$ cat config.mk
export PLATFORM = sky130hd
export DESIGN_NAME = median_adaptive_binarize_flat
export DESIGN_NICKNAME = d
export VERILOG_FILES = /design/src/rtl/median_adaptive_binarize_if.sv /design/src/rtl/median_adaptive_binarize.sv /design/src/flat_wrapper.sv
export SDC_FILE = /design/constraint.sdc
export NUM_CORES = 1
export LEC_CHECK = 0
export CAP_MARGIN = 25
export CORE_ASPECT_RATIO = 1.2
export CORE_MARGIN = 3
export CORE_UTILIZATION = 58
export CTS_CLUSTER_SIZE = 30
export DETAILED_ROUTE_END_ITERATION = 8
export PLACE_DENSITY = 0.8
export SLEW_MARGIN = 40
export SYNTH_ARGS = -nofsm -noshare
export SYNTH_HDL_FRONTEND = slang
export SYNTH_SLANG_ARGS = --single-unit
$ cat constraint.sdc
create_clock -name clk -period 4.6 [get_ports clk]
set_input_delay 0.92 -clock clk [delete_from_list [all_inputs] [get_ports clk]]
set_output_delay 0.92 -clock clk [all_outputs]
set_load 0.02 [all_outputs]
$ cat src/rtl/median_adaptive_binarize_if.sv
// Pixel stream bundle between the median-filter stage and the adaptive binarizer.
// Valid semantics: median_valid/bin_valid qualify the pixel in the same cycle; there is no
// back-pressure (no ready), so a pixel is consumed on every rising edge where valid is high.
interface median_adaptive_binarize_if #(
   parameter int DATA_WIDTH = 8
);
   logic                  median_valid;
   logic                  median_hsync;
   logic                  median_vsync;
   logic [DATA_WIDTH-1:0] median_in;
   logic                  bin_valid;
   logic                  bin_hsync;
   logic                  bin_vsync;
   logic [DATA_WIDTH-1:0] bin_out;
   logic [DATA_WIDTH-1:0] threshold;
   logic                  thresh_update;

   modport master (
      output median_valid, median_hsync, median_vsync, median_in,
      input  bin_valid, bin_hsync, bin_vsync, bin_out, threshold, thresh_update
   );

   modport slave (
      input  median_valid, median_hsync, median_vsync, median_in,
      output bin_valid, bin_hsync, bin_vsync, bin_out, threshold, thresh_update
   );
endinterface

$ cat src/rtl/median_adaptive_binarize.sv
// Binarizes each frame against the floor mean of the previous frame; the mean is
// computed by a serial restoring divider that runs while the next frame accumulates.
module median_adaptive_binarize #(
   parameter int DATA_WIDTH  = 8,
   parameter int CNT_WIDTH   = 20,
   parameter int INIT_THRESH = 128
) (
   input  logic       clk,
   input  logic       rst_n,
   median_adaptive_binarize_if.slave pix,
   output logic [1:0] fsm_state
);
   localparam int SUM_WIDTH = DATA_WIDTH + CNT_WIDTH;
   localparam int STEP_W    = $clog2(SUM_WIDTH);
   localparam logic [CNT_WIDTH-1:0] CNT_MAX = {CNT_WIDTH{1'b1}};

   typedef enum logic [1:0] {IDLE = 2'd0, DIVIDE = 2'd1, UPDATE = 2'd2} state_t;

   state_t                state, state_next;
   logic                  vsync_d;
   logic [SUM_WIDTH-1:0]  sum;
   logic [CNT_WIDTH-1:0]  count;
   logic [SUM_WIDTH-1:0]  quo;
   logic [CNT_WIDTH-1:0]  rem;
   logic [CNT_WIDTH-1:0]  divisor;
   logic [STEP_W-1:0]     step;
   logic                  vs_rise, vs_fall, start_div;
   logic [CNT_WIDTH:0]    shifted;
   logic                  fits;

   assign vs_rise   = pix.median_vsync & ~vsync_d;
   assign vs_fall   = ~pix.median_vsync & vsync_d;
   assign start_div = (state == IDLE) && vs_fall && (count != '0);
   assign fsm_state = state;

   // One restoring step: bring down the next dividend bit, subtract if it fits.
   assign shifted = {rem, quo[SUM_WIDTH-1]};
   assign fits    = shifted >= {1'b0, divisor};

   always_comb begin
      state_next = state;
      case (state)
         IDLE:    if (start_div) state_next = DIVIDE;
         DIVIDE:  if (step == STEP_W'(SUM_WIDTH - 1)) state_next = UPDATE;
         UPDATE:  state_next = IDLE;
         default: state_next = IDLE;
      endcase
   end

   always_ff @(posedge clk or negedge rst_n) begin
      if (!rst_n) state <= IDLE;
      else        state <= state_next;
   end

   always_ff @(posedge clk or negedge rst_n) begin
      if (!rst_n) begin
         vsync_d           <= 1'b0;
         pix.bin_valid     <= 1'b0;
         pix.bin_hsync     <= 1'b0;
         pix.bin_vsync     <= 1'b0;
         pix.bin_out       <= '0;
         pix.threshold     <= DATA_WIDTH'(INIT_THRESH);
         pix.thresh_update <= 1'b0;
         sum               <= '0;
         count             <= '0;
         quo               <= '0;
         rem               <= '0;
         divisor           <= '0;
         step              <= '0;
      end else begin
         vsync_d       <= pix.median_vsync;
         pix.bin_valid <= pix.median_valid;
         pix.bin_hsync <= pix.median_hsync;
         pix.bin_vsync <= pix.median_vsync;
         pix.bin_out   <= (pix.median_valid && (pix.median_in > pix.threshold)) ? '1 : '0;

         // Accumulation saturates: once count is full, sum and count both freeze.
         if (vs_rise) begin
            sum   <= pix.median_valid ? SUM_WIDTH'(pix.median_in) : '0;
            count <= pix.median_valid ? CNT_WIDTH'(1) : '0;
         end else if (pix.median_vsync && pix.median_valid && pix.median_hsync &&
                      (count != CNT_MAX)) begin
            sum   <= sum + SUM_WIDTH'(pix.median_in);
            count <= count + 1'b1;
         end

         pix.thresh_update <= (state == UPDATE);

         case (state)
            IDLE: begin
               if (start_div) begin
                  quo     <= sum;
                  divisor <= count;
                  rem     <= '0;
                  step    <= '0;
               end
            end
            DIVIDE: begin
               quo  <= {quo[SUM_WIDTH-2:0], fits};
               rem  <= CNT_WIDTH'(fits ? (shifted - {1'b0, divisor}) : shifted);
               step <= step + 1'b1;
            end
            UPDATE: pix.threshold <= quo[DATA_WIDTH-1:0];
            default: ;
         endcase
      end
   end
endmodule

$ cat src/flat_wrapper.sv
// flat-port wrapper written by rule: the top's interface ports become plain ports
module median_adaptive_binarize_flat 
#(
   parameter int DATA_WIDTH  = 8,
   parameter int CNT_WIDTH   = 20,
   parameter int INIT_THRESH = 128
)
  (clk, rst_n, fsm_state, pix_median_valid, pix_median_hsync, pix_median_vsync, pix_median_in, pix_bin_valid, pix_bin_hsync, pix_bin_vsync, pix_bin_out, pix_threshold, pix_thresh_update);
  median_adaptive_binarize_if #(.DATA_WIDTH(DATA_WIDTH)) pix_i ();
  input  logic clk;
  input  logic rst_n;
  output logic [1:0] fsm_state;
  input wire logic [$bits(pix_i.median_valid)-1:0] pix_median_valid;
  input wire logic [$bits(pix_i.median_hsync)-1:0] pix_median_hsync;
  input wire logic [$bits(pix_i.median_vsync)-1:0] pix_median_vsync;
  input wire logic [$bits(pix_i.median_in)-1:0] pix_median_in;
  output wire logic [$bits(pix_i.bin_valid)-1:0] pix_bin_valid;
  output wire logic [$bits(pix_i.bin_hsync)-1:0] pix_bin_hsync;
  output wire logic [$bits(pix_i.bin_vsync)-1:0] pix_bin_vsync;
  output wire logic [$bits(pix_i.bin_out)-1:0] pix_bin_out;
  output wire logic [$bits(pix_i.threshold)-1:0] pix_threshold;
  output wire logic [$bits(pix_i.thresh_update)-1:0] pix_thresh_update;
  assign pix_i.median_valid = pix_median_valid;
  assign pix_i.median_hsync = pix_median_hsync;
  assign pix_i.median_vsync = pix_median_vsync;
  assign pix_i.median_in = pix_median_in;
  assign pix_bin_valid = pix_i.bin_valid;
  assign pix_bin_hsync = pix_i.bin_hsync;
  assign pix_bin_vsync = pix_i.bin_vsync;
  assign pix_bin_out = pix_i.bin_out;
  assign pix_threshold = pix_i.threshold;
  assign pix_thresh_update = pix_i.thresh_update;
  median_adaptive_binarize #(.DATA_WIDTH(DATA_WIDTH), .CNT_WIDTH(CNT_WIDTH), .INIT_THRESH(INIT_THRESH)) u_core (.clk(clk), .rst_n(rst_n), .pix(pix_i), .fsm_state(fsm_state));
endmodule
==> run_results.csv, run 1 <==
group,metric,value,unit
synth,synthArstFlopShare,1.00,
synth,synth_edf_count,0,
timing,fin_hold_ws,344,ps
floorplanning,core,12900,um^2
worst_setup_path,cp_num_buf_inv,2,
synth,synth_ff_type,"dfrtp_1",
timing,finalHoldViolCount,0,
drt,vias_per_cell,6.02,
cts,clock_latency,410,ps
synth,syn_avg_cell_area,9.42,um^2
pwr,power_frac_comb,0.427,
synth,synth_top_family_by_area,"simple AND/OR/NAND/NOR gates",
floorplanning,fp.dieW,112,um
worst_setup_path,crit_arrival,3800,ps
synth,ys_ff_latch,136,
floorplanning,io_pins,35,
floorplanning,dieArea,15000,um^2
worst_setup_path,crit_path_end_kind,"flip-flop",
placement,port_buffers,34,
synth,synth_common_cells,"135 x dfrtp_1, 98 x nand2_1, 73 x o21ai_0, 67 x nor2_1, 40 x a21oi_1",
worst_setup_path,slowest_stage,"clkdlybuf4s50_1",
synth,synth_top_cell_by_area,"dfrtp_1",
cts,cts_tree,"built",
synth,synth_mux_area_frac,0.0666,
floorplanning,start_util,0.607,
synth,synth-simple-area-share,0.165,
synth,synth_fa_ha_area_frac,0.0672,
cts,ctsResizeCount,0,
flow_run,cap_violations,0,
pwr,ir_drop,0.000352,V
drt,drtIter0Drc,381,
worst_setup_path,critPathMaxStageDelay,540,ps
pwr,power_switching_share,0.388,
cts,path_clk_slew,60,ps
cts,post_cts_buffers,0,
worst_setup_path,crit_type,"primary input to flip-flop",
floorplanning,rows,45,
synth,synth.top_cell.area_share,0.430,
cts,cts_buffers,17,
synth,netlist_area,7860,um^2
timing,fin_crit_sh,0.760,
timing,rsz0062_at_grt,"false",
global_routing,grt_pass1_wl,30200,um
final_layout,layout-drive-gt1-share,0.0845,
drt,detailedRoute.firstPassIterationCount,5,
timing,slew_headroom,0.420,
synth,seq_area_frac_synth,0.433,
cts,clk_path_buf_depth,2,
timing,final.setup.tns,0,ps
synth,synth-xor-area-share,0.0613,
cts,cts_hold_buf,0,
pwr,p_sw,2060,uW
run_status,outcome,"complete, no violations",
pwr,p_clk_frac,0.259,
pwr,p_int,3250,uW
drt,ant_nets,0,
placement,dp_cells,994,
cts,numClockSinks,136,
timing,setup_viol,0,
global_routing,grt_overflow,0,
global_routing,grt_max_degree,108,
timing,clock_skew,12.5,ps
timing,max_freq,286,MHz
synth,syn_inst,834,
synth,synth.most_common_cell,"dfrtp_1",
placement,post-dp-hpwl,12500,um
drt,wl,18000,um
placement,place_congestion,0.850,
min_path,hp-class,"primary input to asynchronous set/reset pin",
cts,ctsRootBufferMaster,"clkbuf_16",
pwr,p_seq_frac,0.314,
global_routing,grt.total_usage,0.246,
timing,finalCriticalPeriod,3500,ps
worst_setup_path,crit_chain,"clkdlybuf4s50_1 -> ha_1 -> inv_1 -> fa_1 -> nor2b_1 -> o21ai_0 -> a21boi_0 -> o211ai_1 -> a21oi_1 -> a31oi_1 -> a41o_1",
worst_setup_path,critPathLaunchType,"primary input",
drt,via_count,6193,
timing,worst_slew_pin_slew,859,ps
final_layout,synthToLayoutAreaGrowth,13.4,%
drt,wl_per_cell,17.5,um
pwr,p_leak,0.00409,uW
synth,ys.warnings.count,0,
synth,synth_compound_area_frac,0.159,
final_layout,diodes,0,
drt,drc_errors,0,
synth,ys_types,61,
synth,synth_area_leaders,"dfrtp_1 43%, ha_1 6.2%, nand2_1 4.7%, o21ai_0 4.6%, mux2i_1 4.1%",
floorplanning,fp.dieH,134,um
timing,slew_violations,0,
global_routing,antenna_found_initial,0,
final_layout,final_util,0.688,
worst_setup_path,worstPathMaxFanout,9,
cts,htree_levels,4,
worst_setup_path,crit_required,4900,ps
synth,syn_nets,888,
global_routing,grt_pass1_vias,6198,
final_layout,finalNonFillerCells,1028,
worst_setup_path,cp_top_family,"compound AO/OA/AOI/OAI gates",
pwr,p_per_area,596,nW/um^2
final_layout,nets,905,
==> through the flow <==
| stage | setup WS, ps | area, um^2 | total power, uW |
|---|---|---|---|
| 2_1_floorplan | 1710 | 7860 | 3350 |
| 3_3_place_gp | 930 | 8250 | 3790 |
| 3_5_place_dp | 756 | 8260 | 3900 |
| 4_1_cts | 1140 | 8870 | 5290 |
| 5_1_grt | 920 | 8910 | 5660 |
| 6_report | 1100 | 8910 | 5310 |
==> area by class of cell <==
cell class | count | area, um^2
well taps | 164 | 205
multi-input cells | 615 | 4100
clock inverters | 10 | 118
inverters | 37 | 139
flip-flops and latches | 136 | 3400
fillers | 998 | 4040
repair buffers | 44 | 444
clock buffers | 22 | 494
==> worst paths after layout <==
check | start | end | slack, ps | cells past startpoint
worst max-delay path | pix_median_in[0] | u_core.sum[16] | 1100 | 11
worst min-delay path | rst_n | u_core.quo[15] | 340 | 1
worst max register to register | u_core.count[0] | u_core.quo[8] | 1590 | 9
worst min register to register | u_core.quo[16] | u_core.quo[17] | 480 | 2
max in group asynchronous | rst_n | u_core.pix.threshold[7] | 3570 | 2
min in group clk | u_core.quo[16] | u_core.quo[17] | 480 | 2
==> flip-flops by register name, indices dropped and copies added, names as in the netlist <==
| signal | flops |
|---|---|
| u_core.quo | 28 |
| u_core.sum | 28 |
| u_core.count | 20 |
| u_core.divisor | 20 |
| u_core.rem | 20 |
| u_core.pix.threshold | 8 |
| u_core.step | 5 |
| u_core.fsm_state | 2 |
| u_core.pix.bin_hsync | 1 |
| u_core.pix.bin_out | 1 |
| u_core.pix.bin_valid | 1 |
| u_core.pix.bin_vsync | 1 |
| u_core.pix.thresh_update | 1 |
==> routing by layer <==
layer  wire, um  GRT usage  vias up
li1           -          -     2986
met1       7420      0.297     3013
met2       9460      0.437      149
met3        536     0.0436       45
met4        549     0.0962        0
met5          0          0        -
==> cell usage in the layout (no fill, tap or decap), drive strengths merged, types with 3 or more instances in the layout <==
cell type,instances
dfrtp,135
nand2,98
o21ai,80
nor2,67
a21oi,41
ha,39
inv,37
clkdlybuf4s50,33
mux2i,32
xnor2,30
nand3,26
xor2,25
clkbuf,22
mux2,18
nand4,16
a21o,13
a32oi,12
buf,11
nor2b,10
and3,7
a31oi,7
clkinv,7
nand2b,6
and4,6
o31ai,6
nor4,6
nor3b,6
a211oi,6
o21a,5
and2,5
nor3,5
nor4b,5
o211ai,4
or2,3
or3,3
==> kinds of logic (layout without fill, tap and decap cells) <==
logic type,after synthesis,after routing
DFF,136,136
AOI/OAI and AO/OA,197,197
adders and majority gates,41,41
and+or+nand+nor,272,272
buffers and inverters,83,113
muxes,50,50
xor gates and xnor gates,55,55
==> power groups by stage <==
| stage | clock (uW) | sequential (uW) | combinational [uW] |
|---|---|---|---|
| 2_1_floorplan | 0 | 1650 | 1700 |
| 5_1_grt | 1450 | 1690 | 2520 |
| 3_5_place_dp | 0 | 1680 | 2220 |
| 6_report | 1380 | 1670 | 2270 |
| 4_1_cts | 1390 | 1660 | 2230 |
| 3_3_place_gp | 0 | 1670 | 2120 |
(Power assumes the default switching activity.)
==> run 2, diff against run 1 <==
==> constraint.sdc (replaced) <==
create_clock -name clk -period 3.6 [get_ports clk]
set_input_delay 0.72 -clock clk [delete_from_list [all_inputs] [get_ports clk]]
set_output_delay 0.72 -clock clk [all_outputs]
set_load 0.02 [all_outputs]
==> run 2 against run 1 <==
Worst hold slack got worse by 180 ps. Sequential share of layout area is 0.16 points lower. Combinational power increased by 27%. Critical path depth is 1 higher. Largest cell class unchanged. Clock skew shrank 1.4 ps. Design area up 0.41%. Highest routed layer unchanged. Clock-buffer cell count shrank 1. Final cell count is 0.68% higher. Via count increased by 0.60%. Global-route usage is 0.46 points higher. Die area did not move.
==> run_results.csv, run 2 (same netlist as run 1, synthesis figures left out) <==
group,metric,value,unit
run_status,outcome,"complete, no violations",
final_layout,regArea,3400,um^2
global_routing,grt_overflow,0,
timing,finalCriticalPeriod,3030,ps
pwr,power_switching_share,0.389,
placement,place_congestion,0.880,
drt,ant_nets,0,
final_layout,final_common_cell,"dfrtp_1",
timing,worst_slew_pin_slew,912,ps
drt,drtIter0Drc,472,
drt,wl_per_cell,17.3,um
worst_setup_path,startpoint,"pix_median_in[0]",
floorplanning,rows,45,
global_routing,antenna_found_initial,0,
global_routing,grt_max_degree,117,
floorplanning,core,12900,um^2
pwr,power,6770,uW
worst_setup_path,reg2regPathDepth,9,
floorplanning,start_util,0.607,
cts,cts_buffers,17,
worst_setup_path,critPathLaunchType,"primary input",
cts,post_cts_buffers,0,
pwr,p_clk_frac,0.257,
worst_setup_path,crit_required,3890,ps
min_path,hp-class,"primary input to asynchronous set/reset pin",
timing,rsz0062_at_grt,"false",
drt,vias_per_cell,6.02,
pwr,ir_drop,0.000444,V
final_layout,diodes,0,
final_layout,top_regs,"u_core.quo (28), u_core.sum (28)",
final_layout,finalNonFillerCells,1035,
cts,clock_latency,420,ps
floorplanning,fp.dieW,112,um
flow_run,cap_violations,0,
pwr,p_seq_frac,0.316,
cts,ctsRootBufferMaster,"clkbuf_16",
floorplanning,io_pins,35,
worst_setup_path,crit_path_end_kind,"flip-flop",
drt,drc_errors,0,
cts,path_clk_slew,60,ps
pwr,p_int,4140,uW
cts,ctsResizeCount,0,
timing,slew_headroom,0.384,
final_layout,finalInstanceArea,8940,um^2
floorplanning,fp.dieH,134,um
placement,dp_cells,1002,
cts,cts_tree,"built",
pwr,power_frac_comb,0.427,
drt,via_count,6230,
final_layout,synthToLayoutAreaGrowth,13.8,%
worst_setup_path,crit_path_end,"u_core.sum[26]",
final_layout,nets,912,
placement,post-dp-hpwl,12700,um
worst_setup_path,reg2reg_to,"u_core.rem[4]",
worst_setup_path,crit_arrival,3320,ps
timing,fin_crit_sh,0.841,
timing,max_freq,330,MHz
floorplanning,dieArea,15000,um^2
pwr,p_sw,2630,uW
global_routing,grt.total_usage,0.251,
timing,final.setup.tns,0,ps
timing,clock_skew,11.2,ps
final_layout,multi_input_area,4100,um^2
worst_setup_path,r2r_start,"u_core.divisor[14]",
global_routing,grt_pass1_vias,6346,
pwr,p_leak,0.00411,uW
pwr,p_per_area,757,nW/um^2
drt,detailedRoute.firstPassIterationCount,5,
cts,htree_levels,4,
timing,slew_violations,0,
worst_setup_path,reg2reg_slack,660,ps
worst_setup_path,worstPathMaxFanout,8,
final_layout,final.fill_count,1005,
placement,port_buffers,34,
cts,numClockSinks,136,
final_layout,final_cell_mix,"135 x dfrtp_1, 98 x nand2_1, 73 x o21ai_0, 67 x nor2_1, 40 x a21oi_1",
cts,cts_hold_buf,0,
timing,finalHoldViolCount,0,
worst_setup_path,crit_type,"primary input to flip-flop",
cts,clk_path_buf_depth,2,
final_layout,layout-drive-gt1-share,0.0918,
timing,setup_viol,0,
placement,place_area,8310,um^2
drt,wl,17900,um
global_routing,grt_pass1_wl,30700,um
-- run 2: metrics by stage --
stage               hold slack [ps]  utilization  setup slack (ps)
finish                          163        0.691               574
CTS                             410        0.688               617
global route                    158        0.691               335
detailed placement              471        0.642               179
floorplan                       424            -               907
global placement                462        0.642               300
-- run 2: worst max-delay path, stage by stage --
cell,delay [ps]
clkdlybuf4s50_1,530
ha_1,190
inv_1,50
fa_1,380
nor2b_1,160
o21ai_0,120
a21boi_0,290
o211ai_1,170
buf_4,200
a211oi_1,280
xnor2_1,170
nor2_1,60
-- run 2: worst min path at each step --
stage / end / slack (ps) / cells past startpoint
finish: u_core.quo[15] / 160 / 1
global route: u_core.sum[17] / 160 / 1
CTS: u_core.quo[15] / 410 / 1
detailed placement: u_core.divisor[19] / 470 / 2
global placement: u_core.quo[17] / 460 / 2
floorplan: u_core.count[0] / 420 / 0
-- run 2: power by group through the flow --
| stage | combinational [uW] | clock, uW | sequential [uW] |
|---|---|---|---|
| 3_3_place_gp | 2760 | 0 | 2140 |
| 5_1_grt | 3250 | 1830 | 2180 |
| 4_1_cts | 2870 | 1760 | 2130 |
| 6_report | 2890 | 1740 | 2140 |
| 3_5_place_dp | 2860 | 0 | 2160 |
| 2_1_floorplan | 2170 | 0 | 2100 |
-- run 2: cell type report --
cell class / instances / area share
multi-input cells: 615 / 0.459
flip-flops and latches: 136 / 0.381
repair buffers: 51 / 0.0551
clock buffers: 21 / 0.0537
well taps: 164 / 0.0229
inverters: 37 / 0.0155
clock inverters: 11 / 0.0133
-- run 2: per-layer routing --
metal | wire, um | share of wire | track usage | up-vias
li1 | - | - | - | 2998
met1 | 7380 | 0.41 | 0.292 | 3051
met4 | 495 | 0.028 | 0.100 | 0
met5 | 0 | 0 | 0 | -
met3 | 559 | 0.031 | 0.0500 | 41
met2 | 9500 | 0.53 | 0.452 | 140
